[src/rtl/ps2_rx_fifo_pkg.sv]
// Shared types and constants for the PS/2 receiver with scan-code FIFO.
package ps2_rx_fifo_pkg;

  localparam int unsigned PS2_DATA_W     = 8;
  localparam int unsigned PS2_FRAME_BITS = 11;

  typedef enum logic [1:0] {
    ST_IDLE   = 2'd0,
    ST_DATA   = 2'd1,
    ST_PARITY = 2'd2,
    ST_STOP   = 2'd3
  } ps2_state_e;

  // Odd parity over data plus parity bit: a correct frame reduces to 1.
  function automatic logic odd_parity_ok(input logic [PS2_DATA_W-1:0] data, input logic par);
    return ^{data, par};
  endfunction

endpackage

[src/rtl/ps2_rx_fifo_fifo.sv]
// First-word-fall-through FIFO with registered head, valid and level outputs.
module ps2_rx_fifo_fifo #(
  parameter int unsigned DEPTH = 8,
  parameter int unsigned WIDTH = 8
) (
  input  logic                     clk,
  input  logic                     clrn,
  input  logic                     push,
  input  logic [WIDTH-1:0]         wdata,
  input  logic                     pop,
  output logic                     push_ok_c,
  output logic                     rd_valid,
  output logic [WIDTH-1:0]         rd_data,
  output logic [$clog2(DEPTH):0]   level
);

  localparam int unsigned AW = $clog2(DEPTH);
  localparam int unsigned LW = AW + 1;

  logic [WIDTH-1:0] mem [DEPTH];
  logic [AW-1:0]    wr_ptr;
  logic [AW-1:0]    rd_ptr;
  logic [AW-1:0]    rd_ptr_nxt;
  logic [LW-1:0]    level_nxt;
  logic [WIDTH-1:0] head_nxt;
  logic             pop_c;
  logic             wr_c;

  assign pop_c     = pop & rd_valid;
  assign push_ok_c = (level != LW'(DEPTH)) | pop_c;
  assign wr_c      = push & push_ok_c;

  // Next head: a write into the slot that becomes the head bypasses the array.
  always_comb begin
    rd_ptr_nxt = pop_c ? AW'(rd_ptr + 1'b1) : rd_ptr;
    level_nxt  = LW'(level + LW'(wr_c) - LW'(pop_c));
    head_nxt   = mem[rd_ptr_nxt];
    if (wr_c && (rd_ptr_nxt == wr_ptr)) begin
      head_nxt = wdata;
    end
  end

  always_ff @(posedge clk) begin
    if (wr_c) begin
      mem[wr_ptr] <= wdata;
    end
  end

  always_ff @(posedge clk or negedge clrn) begin
    if (!clrn) begin
      wr_ptr   <= '0;
      rd_ptr   <= '0;
      level    <= '0;
      rd_valid <= 1'b0;
      rd_data  <= '0;
    end else begin
      if (wr_c) begin
        wr_ptr <= AW'(wr_ptr + 1'b1);
      end
      rd_ptr   <= rd_ptr_nxt;
      level    <= level_nxt;
      rd_valid <= (level_nxt != '0);
      if (level_nxt != '0) begin
        rd_data <= head_nxt;
      end
    end
  end

endmodule

[src/rtl/ps2_rx_fifo.sv]
// PS/2 device-to-host receiver: synchronisers, frame FSM, checks, sticky flags, FWFT FIFO.
// Optional mid-frame abort on ps2_clk silence is enabled by defining PS2_TIMEOUT_EN.
module ps2_rx_fifo
  import ps2_rx_fifo_pkg::*;
#(
  parameter int unsigned FIFO_DEPTH  = 8,
  parameter int unsigned SYNC_STAGES = 3,
  parameter int unsigned CNT_W       = 8,
  parameter int unsigned TIMEOUT_CYC = 5000
) (
  input  logic                        clk,
  input  logic                        clrn,
  input  logic                        ps2_clk,
  input  logic                        ps2_data,
  input  logic                        rd_ready,
  input  logic                        clr_err,
  output logic                        rd_valid,
  output logic [PS2_DATA_W-1:0]       rd_data,
  output logic [$clog2(FIFO_DEPTH):0] level,
  output logic                        overflow,
  output logic                        parity_err,
  output logic                        frame_err,
  output logic [CNT_W-1:0]            frame_cnt
);

  logic [SYNC_STAGES-1:0] sync_clk;
  logic [SYNC_STAGES-1:0] sync_data;
  logic                   fall_c;
  logic                   bit_c;

  ps2_state_e             state;
  ps2_state_e             state_nxt;
  logic [2:0]             bit_idx;
  logic [2:0]             bit_idx_nxt;
  logic [PS2_DATA_W-1:0]  shreg;
  logic [PS2_DATA_W-1:0]  shreg_nxt;
  logic                   par_bit;
  logic                   par_bit_nxt;
  logic                   done_c;
  logic                   par_ok_c;
  logic                   good_c;
  logic                   push_ok_c;
  logic                   timeout_c;

  // Reset to all ones so an idle-high line produces no false falling edge.
  always_ff @(posedge clk or negedge clrn) begin
    if (!clrn) begin
      sync_clk  <= '1;
      sync_data <= '1;
    end else begin
      sync_clk  <= {sync_clk[SYNC_STAGES-2:0], ps2_clk};
      sync_data <= {sync_data[SYNC_STAGES-2:0], ps2_data};
    end
  end

  assign fall_c = sync_clk[SYNC_STAGES-1] & ~sync_clk[SYNC_STAGES-2];
  assign bit_c  = sync_data[SYNC_STAGES-2];

  always_ff @(posedge clk or negedge clrn) begin
    if (!clrn) begin
      state   <= ST_IDLE;
      bit_idx <= '0;
      shreg   <= '0;
      par_bit <= 1'b0;
    end else begin
      state   <= state_nxt;
      bit_idx <= bit_idx_nxt;
      shreg   <= shreg_nxt;
      par_bit <= par_bit_nxt;
    end
  end

  // Frame sequencing; every step is taken on a synchronised ps2_clk fall.
  always_comb begin
    state_nxt   = state;
    bit_idx_nxt = bit_idx;
    shreg_nxt   = shreg;
    par_bit_nxt = par_bit;
    done_c      = 1'b0;
    if (timeout_c) begin
      state_nxt = ST_IDLE;
    end else if (fall_c) begin
      unique case (state)
        ST_IDLE: begin
          if (!bit_c) begin
            state_nxt   = ST_DATA;
            bit_idx_nxt = '0;
          end
        end
        ST_DATA: begin
          shreg_nxt   = {bit_c, shreg[PS2_DATA_W-1:1]};
          bit_idx_nxt = 3'(bit_idx + 3'd1);
          if (bit_idx == 3'(PS2_DATA_W - 1)) begin
            state_nxt = ST_PARITY;
          end
        end
        ST_PARITY: begin
          par_bit_nxt = bit_c;
          state_nxt   = ST_STOP;
        end
        ST_STOP: begin
          done_c    = 1'b1;
          state_nxt = ST_IDLE;
        end
        default: state_nxt = ST_IDLE;
      endcase
    end
  end

  assign par_ok_c = odd_parity_ok(shreg, par_bit);
  assign good_c   = done_c & bit_c & par_ok_c;

`ifdef PS2_TIMEOUT_EN
  localparam int unsigned TMO_W = $clog2(TIMEOUT_CYC + 1);
  logic [TMO_W-1:0] tmo_cnt;

  always_ff @(posedge clk or negedge clrn) begin
    if (!clrn) begin
      tmo_cnt <= '0;
    end else if ((state == ST_IDLE) || fall_c || timeout_c) begin
      tmo_cnt <= '0;
    end else begin
      tmo_cnt <= TMO_W'(tmo_cnt + 1'b1);
    end
  end

  assign timeout_c = (state != ST_IDLE) && (tmo_cnt == TMO_W'(TIMEOUT_CYC));
`else
  logic unused_cfg;
  assign unused_cfg = ^TIMEOUT_CYC;
  assign timeout_c  = 1'b0;
`endif

  // Sticky flags: a same-cycle set overrides clr_err.
  always_ff @(posedge clk or negedge clrn) begin
    if (!clrn) begin
      overflow   <= 1'b0;
      parity_err <= 1'b0;
      frame_err  <= 1'b0;
      frame_cnt  <= '0;
    end else begin
      if (clr_err) begin
        overflow   <= 1'b0;
        parity_err <= 1'b0;
        frame_err  <= 1'b0;
      end
      if (good_c && !push_ok_c) begin
        overflow <= 1'b1;
      end
      if (done_c && !par_ok_c) begin
        parity_err <= 1'b1;
      end
      if ((done_c && !bit_c) || timeout_c) begin
        frame_err <= 1'b1;
      end
      if (good_c && push_ok_c) begin
        frame_cnt <= CNT_W'(frame_cnt + 1'b1);
      end
    end
  end

  ps2_rx_fifo_fifo #(
    .DEPTH (FIFO_DEPTH),
    .WIDTH (PS2_DATA_W)
  ) u_fifo (
    .clk       (clk),
    .clrn      (clrn),
    .push      (good_c),
    .wdata     (shreg),
    .pop       (rd_ready),
    .push_ok_c (push_ok_c),
    .rd_valid  (rd_valid),
    .rd_data   (rd_data),
    .level     (level)
  );

endmodule
[config.mk]
export PLATFORM = sky130hd
export DESIGN_NAME = ps2_rx_fifo
export DESIGN_NICKNAME = d
export VERILOG_FILES = /design/src/rtl/ps2_rx_fifo_pkg.sv /design/src/rtl/ps2_rx_fifo_fifo.sv /design/src/rtl/ps2_rx_fifo.sv
export SDC_FILE = /design/constraint.sdc
export NUM_CORES = 1
export LEC_CHECK = 0
export CAP_MARGIN = 30
export CORE_MARGIN = 2
export CORE_UTILIZATION = 40
export CTS_CLUSTER_SIZE = 28
export DETAILED_ROUTE_END_ITERATION = 8
export GPL_ROUTABILITY_DRIVEN = 0
export PLACE_DENSITY = 0.61
export SYNTH_ARGS = -nofsm -noshare
export SYNTH_HDL_FRONTEND = slang
export SYNTH_HIERARCHICAL = 1
export SYNTH_SLANG_ARGS = --single-unit
export TNS_END_PERCENT = 100
[constraint.sdc]
create_clock -name clk -period 4.2 [get_ports clk]
set_input_delay 0.84 -clock clk [delete_from_list [all_inputs] [get_ports clk]]
set_output_delay 0.84 -clock clk [all_outputs]
set_load 0.1 [all_outputs]
==> results of run 1 <==
## Yosys cell counts, drive strengths merged, types with 3 or more instances
cell / number / area (um2)
nor3b: 8 / 60.1
o2bb2ai: 7 / 67.6
edfxtp: 64 / 1920
nand4: 6 / 43.8
ha: 13 / 163
xor2: 5 / 58.8
dfstp: 5 / 131
nor2: 11 / 43.8
mux2: 32 / 360
dfrtp: 44 / 1100
nand3: 4 / 20.0
a211o: 7 / 61.3
o22ai: 10 / 68.8
nand2: 26 / 97.6
clkbuf: 4 / 15.0
xnor2: 14 / 141
a21oi: 11 / 55.1
nor3: 9 / 45.0
and3: 5 / 31.3
o21ai: 11 / 55.1
a31oi: 3 / 18.8
inv: 21 / 78.8
nor4b: 7 / 76.3
buf: 10 / 70.1
mux2i: 4 / 52.6
nand2b: 5 / 31.3
## path summary, 6_finish.rpt
path | startpoint | endpoint | slack (ps) | cells after the start
worst min-delay path | sync_clk[0] | sync_clk[1] | 350 | 0
worst max-delay path | shreg[1] | u_fifo/rd_data[3] | 610 | 15
worst min register to register | sync_clk[0] | sync_clk[1] | 350 | 0
max in group asynchronous | clrn | sync_data[0] | 2860 | 2
min in group asynchronous | clrn | frame_cnt[7] | 520 | 1
worst max register to register | shreg[1] | u_fifo/rd_data[3] | 610 | 15
## state kept, by name, summed over array words and instances, names as in the netlist
name             flops
shreg                8
frame_cnt            8
state                2
sync_data            2
u_fifo/rd_data       8
parity_err           1
overflow             1
u_fifo/wr_ptr        3
u_fifo/rd_ptr        3
bit_idx              3
u_fifo/level         4
sync_clk             3
u_fifo/mem          64
par_bit              1
frame_err            1
u_fifo/rd_valid      1
## report_power, final
part | internal (mW) | switching, mW
clock | 0.807 | 0.498
combinational | 0.834 | 1.36
sequential | 1.44 | 0.189
## per-layer routing
metal | vias to the layer above | part of all wire (%) | GRT usage (%)
li1 | 1490 | - | -
met1 | 1537 | 48 | 21.0
met2 | 64 | 46 | 24.4
met3 | 17 | 4.2 | 4.65
met4 | 0 | 1.7 | 5.87
met5 | - | 0 | 0
## stage by stage
step | power [mW] | worst slack, ps
after floorplan | 3.32 | 595
after global placement | 3.81 | 415
after detailed placement | 3.86 | 336
after CTS | 5.18 | 577
after global routing | 5.42 | 311
final | 5.13 | 605
## worst max-delay path: cells and delay by family, from the launching register on
family	cells	cell delay [ps]
compound gates	2	440
xor+xnor	3	920
fa+ha+maj	2	650
buf+inv	4	520
flops	1	380
simple gates	4	530
## cell usage in the layout, fill, tap and decap left out, types with 6 or more instances in the layout
cell	count
nor2_1	9
nor3_1	9
xnor2_1	13
o2bb2ai_1	6
clkdlybuf4s50_1	28
a211o_1	7
o21ai_0	11
nand2_1	26
a21oi_1	11
inv_1	20
edfxtp_1	64
o22ai_1	9
dfrtp_1	44
buf_4	19
nor4b_1	6
mux2_2	31
ha_1	13
nor3b_1	8
clkbuf_16	17
## kinds of logic (layout without fill, tap and decap cells)
logic type | count (synthesis) | after routing | synth area share, %
simple gates | 89 | 89 | 10.1
flops | 113 | 113 | 61.2
xor+xnor | 21 | 21 | 4.79
mux | 37 | 37 | 8.53
fa+ha+maj | 14 | 14 | 3.55
buf+inv | 35 | 101 | 3.18
compound gates | 61 | 61 | 8.58
## cell type report
type	count	area [um2]	share of cell area, %
tap	172	215	3.44
multi-input combinational	222	1830	29.3
sequential	113	3150	50.4
timing repair buffer	48	428	6.84
clock inverter	14	116	1.86
clock buffer	18	429	6.86
inverter	21	78.8	1.26
==> results.txt, run 1 <==
Fin Hold WS: 355 ps
Critical path's largest stage delay: 490 ps
Post-Layout Cell Count: 608
Clock latency on the worst-skew pair: 410 ps
Hold Path Class: reg -> reg
Seq cells post-synth: 113
DP Area: 5710 um2
Clock tree from TritonCTS: yes
Slew headroom: 33.6%
Routed WL: 10100 um
# hold bufs at CTS: 0
Post-layout min period: 3590 ps
Post-CTS Setup Repair Bufs: 0
Crit-path max FO: 24
Worst path slowest cell: xnor3_2
Critical path class: reg -> reg
Synth async-reset ratio: 43.4%
Total GRT Usage: 15.7%
Total gr overflow: 0
Core Rows: 41
Post-CTS sizing: 0
First-pass GRT wire length: 16700 um
Initial antenna violation count: 0
Unrepaired setup endpoints after global routing: no
Clk_skew: 8.93 ps
Vias in the first global route: 3199
Pwr/cell area: 820 nW/um2
Reg clk slew, reported paths: 50 ps
DRC violations left: 0
Ports: 30
Die Ht: 117 um
H-Tree Depth: 4
Largest net degree at the start of global routing: 35
Layout cells sized above 1: 23.2%
Post-Place Cells: 576
Synth Instances: 370
Most used cell, CP: inv_1
Synth unique cells: 59
# nets final: 443
Worst path cell trace: xor2_1 > xnor3_2 > xor2_1 > nand2_1 > inv_1 > nand2_1 > o21ai_0 > ha_1 > inv_1 > fa_1 > inv_1 > nor4_4 > buf_4 > nor4b_1 > a211o_1
Synthesized area: 5150 um2
Slew Limit Fails: 0
CP Launch Type: flip-flop
Post-route ant nets: 0
Chip Width: 117 um
Filler cell count: 1130
Setup TNS Final: 0 ps
Synth warnings: 6
Post-synth EDFFs: 64
Post-layout util: 49.6%
Syn-to-layout area delta: 21.5%
Setup-failing EPs final: 0
Final Hold Fails: 0
DIE AREA: 13800 um2
Sequential share of the synthesized area: 61.2%
Status: finished clean
Clk sinks: 113
DR vias/cell: 5.11
Max_cap viols: 0
Design area: 6260 um2
Worst Setup End Kind: flip-flop
Final Cycle Share: 85.6%
Num CTS Buffers: 17
Port buffer count: 29
Clk root buf: clkbuf_16
Ys flop type: edfxtp_1
Worst path arrival time: 3890 ps
Clock Tree Buf Depth: 2
Hpwl dp: 6780 um
Fmax: 0.278 GHz
Drt initial violations: 207
Lkg Pwr: 2.44 nW
Peak supply drop: 0.446 mV
Core area: 12600 um2
WL/cell: 16.6 um
Slew @ Worst Pin: 992 ps
Drt pass-1 iters: 4
Via count: 3108
Diodes inserted: 0
Mapped Nets: 390
Syn Area/Cell: 13.9 um2
Initial Utilization: 40.8%
Worst EP required: 4490 ps
No activity file was read; power rests on OpenSTA's default activity.
==> run 2, diff against run 1 <==
CORE_MARGIN = 1.5   (was 2)
==> run 2 against run 1 <==
Compared with the run above: sequential cell count unchanged; global-route usage increased by 0.49 points; core utilization is 0.59 points higher; hold slack barely moved; register-to-register slack got worse by 120 ps; critical endpoint is now u_fifo/rd_data[4]; clock power grew 9%; clock skew shrank 0.61 ps; final area increased by 0.78%; wire length down 1.3%.
==> results.txt, run 2 (synthesized netlist as in run 1, its figures left out) <==
Drt pass-1 iters: 5 (+1)
CP delay by family, top: XOR/XNOR gates
Status: finished clean
Die Ht: 116 um (-0.85%)
Port buffer count: 29 (unchanged)
Critical path class: reg -> reg
Unrepaired setup endpoints after global routing: no
Lkg Pwr: 2.47 nW (+0.86%)
Clk_skew: 8.32 ps (-0.605 ps)
Initial antenna violation count: 0 (unchanged)
Diodes inserted: 0 (unchanged)
Slew Limit Fails: 0 (unchanged)
Via count: 3100 (-0.26%)
Commonest non-fill, non-tap cell in the layout: edfxtp_1
Biggest register: u_fifo/mem
# nets final: 442 (-0.23%)
Core area: 12600 um2 (-0.41%)
Crit-path max FO: 24 (unchanged)
Post-CTS sizing: 0 (unchanged)
Num CTS Buffers: 17 (unchanged)
Worst path arrival time: 4000 ps (+110 ps)
H-Tree Depth: 4 (unchanged)
Total GRT Usage: 16.2% (+0.49 points)
DRC violations left: 0 (unchanged)
Layout cells sized above 1: 23.0% (-0.18 points)
Clk root buf: clkbuf_16
Fin Hold WS: 354 ps (-0.490 ps)
Clock tree from TritonCTS: yes
Largest net degree at the start of global routing: 50 (+43%)
Total gr overflow: 0 (unchanged)
Ports: 30 (unchanged)
Post-route ant nets: 0 (unchanged)
Slew @ Worst Pin: 983 ps (-9.33 ps)
Setup TNS Final: 0 ps (unchanged)
Clock Tree Buf Depth: 2 (unchanged)
Worst path bufs/invs: 4 (unchanged)
# hold bufs at CTS: 0 (unchanged)
Post-CTS Setup Repair Bufs: 0 (unchanged)
WL/cell: 16.4 um (-1.2%)
CP Launch Type: flip-flop
Post-layout min period: 3720 ps (+122 ps)
Hpwl dp: 6660 um (-1.8%)
Drt initial violations: 209 (+0.97%)
First-pass GRT wire length: 16300 um (-2.6%)
Initial Utilization: 41.0% (+0.17 points)
Slew headroom: 34.3% (+0.62 points)
Most used cell, CP: inv_1
DIE AREA: 13600 um2 (-1.7%)
Final Hold Fails: 0 (unchanged)
Hold Path Class: reg -> reg
Vias in the first global route: 3119 (-2.5%)
Worst EP required: 4490 ps (about the same)
Setup-failing EPs final: 0 (unchanged)
Reg clk slew, reported paths: 50 ps (about the same)
Pwr/cell area: 831 nW/um2 (+1.3%)
Final Cycle Share: 88.5% (+2.9 points)
Peak supply drop: 0.459 mV (+3.0%)
Chip Width: 116 um (-0.85%)
Max_cap viols: 0 (unchanged)
Worst path slowest cell: dfrtp_1
Reg2Reg Setup Slack: 480 ps (-120 ps)
Core Rows: 41 (unchanged)
Syn-to-layout area delta: 22.4%
Worst Setup End Kind: flip-flop
Clk sinks: 113 (unchanged)
Clock latency on the worst-skew pair: 410 ps (about the same)
Worst path cell trace: xnor2_1 > xnor3_2 > xor2_1 > nand2_1 > inv_1 > nand2_1 > o21ai_0 > ha_1 > inv_1 > fa_1 > inv_1 > nor4_4 > buf_4 > nor4b_1 > a211o_1
Fmax: 0.269 GHz (-3.3%)
Most frequent cells in the layout: 64 x edfxtp_1, 44 x dfrtp_1, 31 x mux2_2
Largest register FFs: 64 (unchanged)
Critical path's largest stage delay: 600 ps (+110 ps)
Routed WL: 9940 um (-1.3%)
DR vias/cell: 5.11 (about the same)
[run 2: worst reg2reg max path, cell delays in order, from the launching register on]
cell and delay [ps]:
dfrtp_1 600, xnor2_1 190, xnor3_2 330, xor2_1 240, nand2_1 140, inv_1 130, nand2_1 80, o21ai_0 150
ha_1 190, inv_1 60, fa_1 470, inv_1 70, nor4_4 260, buf_4 310, nor4b_1 110, a211o_1 280
[run 2: final timing paths]
| kind | from | endpoint | cells past startpoint |
|---|---|---|---|
| hold / removal | sync_clk[0] | sync_clk[1] | 0 |
| max in group asynchronous | clrn | u_fifo/rd_ptr[0] | 2 |
| hold reg to reg | sync_clk[0] | sync_clk[1] | 0 |
| min in group asynchronous | clrn | frame_cnt[7] | 2 |
| setup / recovery | shreg[6] | u_fifo/rd_data[4] | 15 |
| setup reg to reg | shreg[6] | u_fifo/rd_data[4] | 15 |
[run 2: cell type report]
cell class,count,area (um2)
repair buffers,47,420
inverters,21,78.8
flip-flops and latches,113,3150
multi-input cells,222,1830
clock inverters,9,103
fillers,1077,6260
clock buffers,23,499
well taps,172,215
[run 2: routing by layer]
metal / GRT usage, % / routed length, um / vias up
met1: 22.4 / 4790 / 1527
met5: 0 / 0 / -
met3: 4.26 / 442 / 13
li1: - / - / 1484
met4: 5.93 / 153 / 0
met2: 24.9 / 4550 / 76
[run 2: where the power goes]
group	internal (mW)	total, mW	switching (mW)
registers	1.44	1.64	0.204
clock network	0.950	1.43	0.479
logic	0.828	2.17	1.34
[run 2: stage by stage]
step / instance area (um2) / total power, mW / setup WS [ps] / std cells / utilization (%)
after floorplan: 5150 / 3.32 / 595 / 370 / -
after global placement: 5700 / 3.79 / 404 / 575 / 45.4
after global routing: 6300 / 5.53 / 175 / 607 / 50.2
final: 6300 / 5.24 / 483 / 607 / 50.2
after detailed placement: 5700 / 3.84 / 340 / 575 / 45.4
after CTS: 6300 / 5.29 / 464 / 607 / 50.2
==> run 3, diff against run 2 <==
CORE_ASPECT_RATIO = 0.7   (was default)
CORE_UTILIZATION = 45   (was 40)
PLACE_DENSITY = 0.67   (was 0.61)
==> run 3 against run 2 <==
Compared with the run above: register-to-register slack better by 40 ps; sequential power hardly changed; sequential cell count stayed put; clock power is 13% lower; core utilization is 5.8 points higher; die area is 11% lower; clock skew hardly changed; critical endpoint is now u_fifo/rd_data[7]; largest cell class unchanged; highest routed layer unchanged.
==> results.txt, run 3 (synthesized netlist as in run 1, its figures left out) <==
Most frequent cells in the layout: 64 x edfxtp_1, 44 x dfrtp_1, 31 x mux2_2
Max Used Layer: met4
Drt initial violations: 170 (-19%)
Total gr overflow: 0 (unchanged)
Routed WL: 10300 um (+3.2%)
Biggest register: u_fifo/mem
Vias in the first global route: 3185 (+2.1%)
Slew headroom: 34.2% (-0.040 points)
Clock Tree Buf Depth: 2 (unchanged)
Peak supply drop: 0.439 mV (-4.4%)
Layout cells sized above 1: 23.4% (+0.41 points)
Slew Limit Fails: 0 (unchanged)
Post-route ant nets: 0 (unchanged)
Total GRT Usage: 18.8% (+2.5 points)
Post-Layout Cell Count: 589 (-3.0%)
Met3 wire length: 746 um (+69%)
Clk root buf: clkbuf_16
Initial antenna violation count: 0 (unchanged)
Reg2reg end: u_fifo/rd_data[7]
Post-layout min period: 3680 ps (-37.8 ps)
Die Ht: 92.5 um (-21%)
P_sw: 2.08 mW (+2.7%)
Pre-CTS setup slack: 205 ps (-136 ps)
Worst R2R Start: shreg[1]
Met2 Wirelength: 4760 um (+4.6%)
CP Launch Point: shreg[1]
Chip Width: 131 um (+12%)
Reg area: 3150 um2 (unchanged)
Largest net degree at the start of global routing: 50 (unchanged)
DRC violations left: 0 (unchanged)
Via count: 3083 (-0.55%)
Final Cycle Share: 87.6% (-0.90 points)
Final Hold Fails: 0 (unchanged)
Lkg Pwr: 2.43 nW (-1.6%)
Final worst setup slack: 521 ps (+37.8 ps)
Area occupied by multi-input gates: 1830 um2 (unchanged)
Clock tree from TritonCTS: yes
Hold Path Class: reg -> reg
Post-Place Cells: 557 (-3.1%)
Unrepaired setup endpoints after global routing: no
Clk pwr share: 24.4% (-2.9 points)
Core Rows: 32 (-22%)
CP Launch Type: flip-flop
Sw frac: 40.8% (+2.2 points)
Commonest non-fill, non-tap cell in the layout: edfxtp_1
H-Tree Depth: 4 (unchanged)
Slew @ Worst Pin: 983 ps (+0.599 ps)
First-pass GRT wire length: 16600 um (+1.9%)
Sequential power share: 32.0% (+0.6 points)
Core area: 11100 um2 (-12%)
Int Pwr: 3.02 mW (-6.3%)
Post-layout util: 56.0% (+5.8 points)
Fmax: 0.272 GHz (+1.0%)
Combinational Power Share: 43.6% (+2.2 points)
Critical path's largest stage delay: 500 ps (-100 ps)
# nets final: 443 (+0.23%)
Clk sinks: 113 (unchanged)
Clock latency on the worst-skew pair: 400 ps (about the same)
Ports: 30 (unchanged)
Diodes inserted: 0 (unchanged)
Total Power: 5.09 mW (-2.8%)
Setup-failing EPs final: 0 (unchanged)
Filler cell count: 896 (-17%)
Syn-to-layout area delta: 20.6%
WL/cell: 17.4 um (+6.3%)
Post-CTS sizing: 0 (unchanged)
Drt pass-1 iters: 4 (-1)
Worst path cell trace: xor2_1 > xnor3_2 > xor2_1 > nand2_1 > inv_1 > nand2_1 > o21ai_0 > ha_1 > inv_1 > fa_1 > inv_1 > nor4_4 > buf_4 > nor4b_1 > a211o_1
DR vias/cell: 5.23 (+2.5%)
Fin Hold WS: 361 ps (+7.00 ps)
Largest register FFs: 64 (unchanged)
Crit path capture: u_fifo/rd_data[7]
Pwr/cell area: 820 nW/um2 (-1.3%)
Post-CTS Setup Repair Bufs: 0 (unchanged)
Worst path slowest cell: xnor3_2
Worst hold path depth: 0 (unchanged)
Crit-path max FO: 24 (unchanged)
Design area: 6210 um2 (-1.5%)
Wl on met1: 4690 um (-2.0%)
Reg clk slew, reported paths: 50 ps (about the same)
Hpwl dp: 6830 um (+2.6%)
Reg2Reg Setup Slack: 520 ps (+40 ps)
DIE AREA: 12100 um2 (-11%)
Most used cell, CP: inv_1
R2R cell count: 15 (unchanged)
Num CTS Buffers: 17 (unchanged)
Initial Utilization: 46.4% (+5.5 points)
DP Area: 5690 um2 (-0.29%)
Max_cap viols: 0 (unchanged)
Critical path class: reg -> reg
Clk_skew: 8.11 ps (-0.211 ps)
Worst EP required: 4480 ps (about the same)
Setup TNS Final: 0 ps (unchanged)
Worst path arrival time: 3960 ps (-40 ps)
Worst Setup End Kind: flip-flop
# hold bufs at CTS: 0 (unchanged)
Port buffer count: 29 (unchanged)
Status: finished clean
==> run 3: cell count changes in the layout (fill, tap and decap cells not counted), sizes merged <==
| cell | change |
|---|---|
| buf | +1 |
| clkinv | +4 |
| inv | +1 |
| clkbuf | -6 |
| clkinvlp | +3 |
| bufinv | -2 |
==> run 3: how the worst min path moves through the flow <==
| stage | start | end | slack (ps) |
|---|---|---|---|
| after floorplan | sync_clk[0] | sync_clk[1] | 350 |
| final | sync_data[0] | sync_data[1] | 360 |
| after global placement | sync_data[0] | sync_data[1] | 350 |
| after CTS | sync_clk[0] | sync_clk[1] | 360 |
| after global routing | sync_clk[0] | sync_clk[1] | 360 |
| after detailed placement | sync_clk[0] | sync_clk[1] | 350 |
==> run 3: power groups by stage <==
stage / Sequential [mW] / Clock [mW] / Combinational, mW
floorplan: 2.12 / 0 / 1.21
global placement: 1.64 / 0 / 2.17
detailed placement: 1.65 / 0 / 2.22
CTS: 1.63 / 1.27 / 2.23
global route: 1.66 / 1.32 / 2.38
finish: 1.63 / 1.24 / 2.22
==> run 3: final cells by class <==
| type | count | share of cell area [%] |
|---|---|---|
| Sequential cell | 113 | 50.8 |
| Multi-Input combinational cell | 222 | 29.5 |
| Timing Repair Buffer | 48 | 6.89 |
| Clock buffer | 17 | 6.85 |
| Tap cell | 153 | 3.08 |
| Clock inverter | 15 | 1.55 |
| Inverter | 21 | 1.27 |
==> run 3: metal layers <==
layer  up-vias  GRT usage, %
met5         -             0
met4         0          7.14
met3         7          4.56
met2        84          28.8
met1      1505          25.8
li1       1487             -
==> run 3: worst max-delay path, delay by kind of cell (launching register included) <==
kind	cells	cell delay, ps
xor+xnor	3	970
simple gates	4	550
buf+inv	4	540
flops	1	380
fa+ha+maj	2	660
compound gates	2	420
